**config.mk**
```make
export PLATFORM = sky130hd
export DESIGN_NAME = stage3_kernel_sched_flat
export DESIGN_NICKNAME = d
export VERILOG_FILES = /design/src/rtl/stage3_kernel_sched_if.sv /design/src/rtl/stage3_kernel_sched.sv /design/src/flat_wrapper.sv
export SDC_FILE = /design/constraint.sdc
export NUM_CORES = 1
export LEC_CHECK = 0
export CORE_MARGIN = 10
export CORE_UTILIZATION = 38
export CTS_CLUSTER_SIZE = 24
export DETAILED_ROUTE_END_ITERATION = 7
export DONT_BUFFER_PORTS = 1
export GPL_ROUTABILITY_DRIVEN = 0
export PLACE_DENSITY = 0.55
export SLEW_MARGIN = 40
export SYNTH_ARGS = -nofsm -noshare
export SYNTH_HDL_FRONTEND = slang
export SYNTH_SLANG_ARGS = --single-unit
```
**constraint.sdc**
```tcl
create_clock -name clk -period 3.4 [get_ports clk]
set_input_delay 0.68 -clock clk [delete_from_list [all_inputs] [get_ports clk]]
set_output_delay 0.68 -clock clk [all_outputs]
set_load 0.02 [all_outputs]
```
**src/rtl/stage3_kernel_sched_if.sv**
```systemverilog
// rtl/stage3_kernel_sched_if.sv - control, feature/weight fetch, kernel return and result stream bundle
interface stage3_kernel_sched_if #(
  parameter int NUM_POS = 16,
  parameter int NUM_OUT = 10,
  parameter int KER_BW  = 19,
  parameter int ACC_BW  = 24
);
  localparam int FA_BW  = $clog2(NUM_POS);
  localparam int WA_BW  = $clog2(NUM_POS * NUM_OUT);
  localparam int IDX_BW = $clog2(NUM_OUT);

  logic              i_start;
  logic              o_busy;
  logic              o_done;
  logic              o_fm_rd;
  logic [FA_BW-1:0]  o_fm_addr;
  logic [WA_BW-1:0]  o_w_addr;
  logic              o_pool_valid;
  logic              i_kernel_valid;
  logic [KER_BW-1:0] i_kernel;
  logic              o_result_valid;
  logic              i_result_ready;
  logic [ACC_BW-1:0] o_result;
  logic [IDX_BW-1:0] o_result_idx;
  logic              o_err;

  modport master (
    input  i_start, i_kernel_valid, i_kernel, i_result_ready,
    output o_busy, o_done, o_fm_rd, o_fm_addr, o_w_addr, o_pool_valid,
           o_result_valid, o_result, o_result_idx, o_err
  );

  modport slave (
    output i_start, i_kernel_valid, i_kernel, i_result_ready,
    input  o_busy, o_done, o_fm_rd, o_fm_addr, o_w_addr, o_pool_valid,
           o_result_valid, o_result, o_result_idx, o_err
  );
endinterface

```
**src/rtl/stage3_kernel_sched.sv**
```systemverilog
// rtl/stage3_kernel_sched.sv - stage-3 kernel sequencer: per-neuron fetch, accumulate, emit
// Optional STAGE3_SCHED_RELU_EN clamps negative neuron sums to zero when the result is loaded.
module stage3_kernel_sched #(
  parameter int NUM_POS = 16,
  parameter int NUM_OUT = 10,
  parameter int KER_BW  = 19,
  parameter int ACC_BW  = 24
) (
  input  logic clk,
  input  logic reset,
  stage3_kernel_sched_if.master bus
);
  localparam int FA_BW  = $clog2(NUM_POS);
  localparam int WA_BW  = $clog2(NUM_POS * NUM_OUT);
  localparam int IDX_BW = $clog2(NUM_OUT);

  localparam logic [1:0] IDLE  = 2'd0;
  localparam logic [1:0] ISSUE = 2'd1;
  localparam logic [1:0] DRAIN = 2'd2;
  localparam logic [1:0] EMIT  = 2'd3;

  localparam logic [FA_BW:0]    RET_FULL = (FA_BW + 1)'(NUM_POS);
  localparam logic [FA_BW-1:0]  LAST_POS = FA_BW'(NUM_POS - 1);
  localparam logic [IDX_BW-1:0] LAST_IDX = IDX_BW'(NUM_OUT - 1);

  logic [1:0]        state;
  logic [FA_BW-1:0]  pos;
  logic [IDX_BW-1:0] out_idx;
  logic [FA_BW:0]    ret_cnt;
  logic [ACC_BW-1:0] acc;
  logic              pool_valid;
  logic              busy;
  logic              done;
  logic              err;
  logic              result_valid;
  logic [ACC_BW-1:0] result;
  logic [IDX_BW-1:0] result_idx;

  logic              beat_ok;
  logic              beat_bad;
  logic              start_ok;
  logic              handshake;
  logic [ACC_BW-1:0] acc_nxt;
  logic [FA_BW:0]    ret_nxt;
  logic [ACC_BW-1:0] res_load;

  always_comb begin
    // Beats are only summed while a neuron is in flight and still owed returns.
    beat_ok   = bus.i_kernel_valid && (state == ISSUE || state == DRAIN) && (ret_cnt < RET_FULL);
    beat_bad  = bus.i_kernel_valid && !beat_ok;
    start_ok  = bus.i_start && (state == IDLE) && !busy;
    handshake = (state == EMIT) && result_valid && bus.i_result_ready;
    acc_nxt   = acc;
    ret_nxt   = ret_cnt;
    if (beat_ok) begin
      acc_nxt = acc + {{(ACC_BW - KER_BW){bus.i_kernel[KER_BW-1]}}, bus.i_kernel};
      ret_nxt = ret_cnt + 1'b1;
    end
`ifdef STAGE3_SCHED_RELU_EN
    res_load = acc_nxt[ACC_BW-1] ? '0 : acc_nxt;
`else
    res_load = acc_nxt;
`endif
  end

  always_ff @(posedge clk) begin
    if (reset) begin
      state        <= IDLE;
      pos          <= '0;
      out_idx      <= '0;
      ret_cnt      <= '0;
      acc          <= '0;
      pool_valid   <= 1'b0;
      busy         <= 1'b0;
      done         <= 1'b0;
      err          <= 1'b0;
      result_valid <= 1'b0;
      result       <= '0;
      result_idx   <= '0;
    end else begin
      done       <= 1'b0;
      pool_valid <= (state == ISSUE);
      acc        <= acc_nxt;
      ret_cnt    <= ret_nxt;
      if (beat_bad) err <= 1'b1;
      if (done) busy <= 1'b0;
      case (state)
        IDLE: begin
          if (start_ok) begin
            state   <= ISSUE;
            busy    <= 1'b1;
            err     <= 1'b0;
            acc     <= '0;
            ret_cnt <= '0;
            out_idx <= '0;
            pos     <= '0;
          end
        end
        ISSUE: begin
          if (pos == LAST_POS) begin
            pos   <= '0;
            state <= DRAIN;
          end else begin
            pos <= pos + 1'b1;
          end
        end
        DRAIN: begin
          // Loading on the edge of the final beat makes the result visible one cycle earlier.
          if (ret_nxt == RET_FULL) begin
            state        <= EMIT;
            result_valid <= 1'b1;
            result       <= res_load;
            result_idx   <= out_idx;
          end
        end
        default: begin
          if (handshake) begin
            result_valid <= 1'b0;
            acc          <= '0;
            ret_cnt      <= '0;
            pos          <= '0;
            if (out_idx == LAST_IDX) begin
              state <= IDLE;
              done  <= 1'b1;
            end else begin
              out_idx <= out_idx + 1'b1;
              state   <= ISSUE;
            end
          end
        end
      endcase
    end
  end

  assign bus.o_busy         = busy;
  assign bus.o_done         = done;
  assign bus.o_fm_rd        = (state == ISSUE);
  assign bus.o_fm_addr      = pos;
  assign bus.o_w_addr       = WA_BW'(out_idx) * WA_BW'(NUM_POS) + WA_BW'(pos);
  assign bus.o_pool_valid   = pool_valid;
  assign bus.o_result_valid = result_valid;
  assign bus.o_result       = result;
  assign bus.o_result_idx   = result_idx;
  assign bus.o_err          = err;
endmodule

```
**src/flat_wrapper.sv**
```systemverilog
// flat-port wrapper written by rule: the top's interface ports become plain ports
module stage3_kernel_sched_flat 
#(
  parameter int NUM_POS = 16,
  parameter int NUM_OUT = 10,
  parameter int KER_BW  = 19,
  parameter int ACC_BW  = 24
)
  (clk, reset, bus_i_start, bus_i_kernel_valid, bus_i_kernel, bus_i_result_ready, bus_o_busy, bus_o_done, bus_o_fm_rd, bus_o_fm_addr, bus_o_w_addr, bus_o_pool_valid, bus_o_result_valid, bus_o_result, bus_o_result_idx, bus_o_err);
  stage3_kernel_sched_if #(.NUM_POS(NUM_POS), .NUM_OUT(NUM_OUT), .KER_BW(KER_BW), .ACC_BW(ACC_BW)) bus_i ();
  input  logic clk;
  input  logic reset;
  input wire logic [$bits(bus_i.i_start)-1:0] bus_i_start;
  input wire logic [$bits(bus_i.i_kernel_valid)-1:0] bus_i_kernel_valid;
  input wire logic [$bits(bus_i.i_kernel)-1:0] bus_i_kernel;
  input wire logic [$bits(bus_i.i_result_ready)-1:0] bus_i_result_ready;
  output wire logic [$bits(bus_i.o_busy)-1:0] bus_o_busy;
  output wire logic [$bits(bus_i.o_done)-1:0] bus_o_done;
  output wire logic [$bits(bus_i.o_fm_rd)-1:0] bus_o_fm_rd;
  output wire logic [$bits(bus_i.o_fm_addr)-1:0] bus_o_fm_addr;
  output wire logic [$bits(bus_i.o_w_addr)-1:0] bus_o_w_addr;
  output wire logic [$bits(bus_i.o_pool_valid)-1:0] bus_o_pool_valid;
  output wire logic [$bits(bus_i.o_result_valid)-1:0] bus_o_result_valid;
  output wire logic [$bits(bus_i.o_result)-1:0] bus_o_result;
  output wire logic [$bits(bus_i.o_result_idx)-1:0] bus_o_result_idx;
  output wire logic [$bits(bus_i.o_err)-1:0] bus_o_err;
  assign bus_i.i_start = bus_i_start;
  assign bus_i.i_kernel_valid = bus_i_kernel_valid;
  assign bus_i.i_kernel = bus_i_kernel;
  assign bus_i.i_result_ready = bus_i_result_ready;
  assign bus_o_busy = bus_i.o_busy;
  assign bus_o_done = bus_i.o_done;
  assign bus_o_fm_rd = bus_i.o_fm_rd;
  assign bus_o_fm_addr = bus_i.o_fm_addr;
  assign bus_o_w_addr = bus_i.o_w_addr;
  assign bus_o_pool_valid = bus_i.o_pool_valid;
  assign bus_o_result_valid = bus_i.o_result_valid;
  assign bus_o_result = bus_i.o_result;
  assign bus_o_result_idx = bus_i.o_result_idx;
  assign bus_o_err = bus_i.o_err;
  stage3_kernel_sched #(.NUM_POS(NUM_POS), .NUM_OUT(NUM_OUT), .KER_BW(KER_BW), .ACC_BW(ACC_BW)) u_core (.clk(clk), .reset(reset), .bus(bus_i));
endmodule
```
==> qor_table.md <==
| Quantity | This run |
| --- | --- |
| Arrival @ worst endpoint | 3140 ps |
| Net switching share of the total power | 41.0% |
| Fraction of the cycle the final worst path needs | 84.3% |
| Clock transition at the register clock pins on the worst setup and hold paths after CTS | 90 ps |
| Num rows | 38 |
| Port Buffers | 0 |
| Post-cts hold buffer count | 0 |
| Synthesized flop and latch total | 72 |
| Highest-delay cell along the critical path | sky130_fd_sc_hd__and2_2 |
| Via count of the first global-routing pass | 3332 |
| Worst hold path startpoint | reset |
| Global router's overall resource usage | 13.1% |
| Core region area | 10800 µm² |
| First-pass GRT wire length | 17.0 mm |
| Worst-path maximum fanout | 30 |
| Yosys warns | 0 |
| Top post-synthesis cells by count | sky130_fd_sc_hd__nor2_1 (81), sky130_fd_sc_hd__dfxtp_1 (72), sky130_fd_sc_hd__a21oi_1 (52) |
| Setup ws final | 533 ps |
| Sum of net half-perimeters after detailed placement | 7.41 mm |
| Number of antenna violations at the first check in global routing | 0 |
| Cell types occupying the most area after synthesis | sky130_fd_sc_hd__dfxtp_1 (34%), sky130_fd_sc_hd__ha_1 (9.3%), sky130_fd_sc_hd__nor2_1 (7.3%) |
| Area share of the largest cell type after synthesis | 34.4% |
| Synthesized netlist cell count | 505 |
| Fill count | 1093 |
| Synth area leader | sky130_fd_sc_hd__dfxtp_1 |
| Worst min-delay path category | in2reg |
| Layout Area Growth over Synthesis | 5.02% |
| Root Driver | sky130_fd_sc_hd__clkbuf_8 |
| Wire length after detailed routing | 10.2 mm |
| Crit Path Category | reg2reg |
| Post-synthesis sequential area ratio | 34.4% |
| Worst setup timing slack at the placement stage | 191 ps |
| Count of final max-slew check failures | 0 |
| Remaining routing DRC violations | 0 |
| Count of inserted antenna diode cells | 0 |
| IR drop worst, VDD | 0.299 mV |
| Postcts setup bufs | 0 |
| Mean number of vias per cell | 5.44 |
| Crit Reg-Reg Startpoint | u_core.state[0]$_SDFFE_PP0P_ |
| Iteration-0 DRC count of the detailed router | 204 |
| Slew HR | 65.9% |
| Maximum number of pins on one net before global-route repair | 45 |
| Number of enable flip-flop cells after synthesis | 0 |
| H-tree levels | 3 |
| Mapped Nets | 561 |
| Top FF cell, synth | sky130_fd_sc_hd__dfxtp_1 |
| Post-Synthesis Cell Area | 4190 µm² |
| Final count of negative-setup-slack endpoints | 0 |
| Clk sink count | 72 |
| Placed Instances | 622 |
| Aggregate global routing overflow | 0 |
| Maximum count of clock buffers along a single path | 2 |
| Routed length per instance | 16.0 µm |
| Required time worst endpoint | 3670 ps |
| Power per Cell Area | 604 nW/µm² |
| CP Capture Type | register |
| Maxcap violations | 0 |
| Number of CTS-inserted buffers | 9 |
| Final net count | 549 |
| Fraction of power consumed by sequential logic | 37.0% |
| Number of buffers and inverters on the critical path | 3 |
| CP delay by family, top | simple AND/OR/NAND/NOR gates |
| Non-Filler Instances | 638 |
| Maximum clock skew at final layout | 12.1 ps |
| Unrepaired setup endpoints after global routing | false |
| Proportion of power drawn by the clock network | 23.3% |
| Total Neg Setup Slack | 0 ps |
| Hold violation count in the final report | 0 |
| Number of cells upsized or downsized after cts | 0 |
| Maximum single-stage delay on the critical path | 510 ps |
| Post-detailed-route count of antenna-violating nets | 0 |
| Post-layout min period | 2870 ps |
| Comb pwr share | 39.7% |
| Transition time at the pin with the least slew margin | 511 ps |
| Die Footprint | 15600 µm² |
| Most frequent cell after synthesis | sky130_fd_sc_hd__nor2_1 |
| Critical Path, Cell by Cell | inv_1, ha_1, and3b_1, buf_4, nand3b_1, a21oi_1, and2_2, buf_12, nor2_1, a311oi_1 |
| I/O Pins | 70 |
| Cell-internal power | 1.57 mW |
| Switching power total | 1.09 mW |
| Outcome | complete, no violations |
| Initial Util | 38.8% |
| Number of distinct standard cells referenced by the synthesized netlist | 63 |
| Chip Width | 125 µm |
| Chip height | 125 µm |
| Fraction of layout instances using a drive strength above 1 | 5.62% |
| First-pass iteration count of the detailed router | 4 |
| Clock latency of the later-clocked register in the worst-skew pair | 370 ps |
| Total vias in the final route | 3469 |
| CTS tree | done |
| Worst Setup Start Kind | register |
| Achievable clock frequency | 349 MHz |
| Leak Pwr | 1.68 nW |
| Post-Syn Area per Cell | 8.29 µm² |
| Startpoint of the most critical setup path | u_core.state[0]$_SDFFE_PP0P_ |
| Share of async-settable or async-resettable flops after synthesis | 0% |
power groups by stage:
stage / Combinational, mW / Clock (mW) / Sequential, mW
2_1_floorplan: 0.876 / 0 / 0.985
3_3_place_gp: 1.05 / 0 / 1.00
3_5_place_dp: 1.05 / 0 / 1.00
4_1_cts: 1.06 / 0.644 / 0.984
5_1_grt: 1.20 / 0.687 / 0.994
6_report: 1.05 / 0.619 / 0.982
cells in the final DEF (no fill, tap or decap), types with 9 or more instances in the layout:
cell type	netlist	routed
sky130_fd_sc_hd__a21oi_1	52	52
sky130_fd_sc_hd__mux2i_1	16	16
sky130_fd_sc_hd__nor2_1	81	81
sky130_fd_sc_hd__nand3_1	13	13
sky130_fd_sc_hd__a211oi_1	20	20
sky130_fd_sc_hd__inv_1	10	10
sky130_fd_sc_hd__nand2_1	45	45
sky130_fd_sc_hd__dfxtp_1	72	72
sky130_fd_sc_hd__ha_1	31	31
sky130_fd_sc_hd__a31oi_1	9	9
sky130_fd_sc_hd__o21ai_0	13	13
sky130_fd_sc_hd__clkbuf_8	2	9
area by class of cell:
| class | count | area [µm²] | area share, % |
|---|---|---|---|
| multi-input cells | 396 | 2530 | 57.5 |
| clock inverters | 6 | 45.0 | 1.02 |
| well taps | 140 | 175 | 3.99 |
| repair buffers | 4 | 42.5 | 0.968 |
| flip-flops and latches | 72 | 1440 | 32.8 |
| clock buffers | 10 | 128 | 2.90 |
| inverters | 10 | 37.5 | 0.854 |
worst reg2reg max path, stage by stage (launching register included):
cell	delay, ps
sky130_fd_sc_hd__dfxtp_1	390
sky130_fd_sc_hd__inv_1	80
sky130_fd_sc_hd__ha_1	420
sky130_fd_sc_hd__and3b_1	210
sky130_fd_sc_hd__buf_4	260
sky130_fd_sc_hd__nand3b_1	110
sky130_fd_sc_hd__a21oi_1	260
sky130_fd_sc_hd__and2_2	510
sky130_fd_sc_hd__buf_12	250
sky130_fd_sc_hd__nor2_1	60
sky130_fd_sc_hd__a311oi_1	230
flip-flops by register name, indices dropped and copies added, names as in the netlist:
name                       count
u_core.bus.o_done              1
u_core.state                   2
u_core.acc                    24
u_core.ret_cnt                 5
u_core.bus.o_pool_valid        1
u_core.out_idx                 4
u_core.bus.o_fm_addr           4
u_core.bus.o_busy              1
u_core.bus.o_result           24
u_core.bus.o_err               1
u_core.bus.o_result_valid      1
u_core.bus.o_result_idx        4
layer usage:
layer	wire, µm	track usage, %
met5	0	0
met4	144	4.20
met3	852	5.87
met2	4480	20.1
met1	4760	15.9
worst paths after layout:
| path | to | slack, ps | cells after the start |
|---|---|---|---|
| worst max-delay path | u_core.bus.o_result[14]$_SDFFE_PP0P_ | 530 | 10 |
| worst min-delay path | u_core.bus.o_result[18]$_SDFFE_PP0P_ | 370 | 1 |
| worst max register to register | u_core.bus.o_result[14]$_SDFFE_PP0P_ | 530 | 10 |
| worst min register to register | u_core.acc[22]$_SDFF_PP0_ | 490 | 2 |
stage by stage:
step	hold slack, ps	power (mW)	area (µm²)	util [%]
2_1_floorplan	458	1.86	4190	-
3_3_place_gp	470	2.05	4220	39.1
3_5_place_dp	482	2.06	4220	39.1
4_1_cts	348	2.69	4400	40.7
5_1_grt	344	2.88	4400	40.7
6_report	371	2.66	4400	40.7
cells by family after synthesis:
group	Yosys count	synth area share, %
and+or+nand+nor	190	21.2
adders and majority gates	32	9.75
xor gates and xnor gates	15	3.14
AOI/OAI and AO/OA	143	22.4
DFF	72	34.4
buffers and inverters	37	5.23
muxes	16	3.83
(Power assumes the default switching activity.)
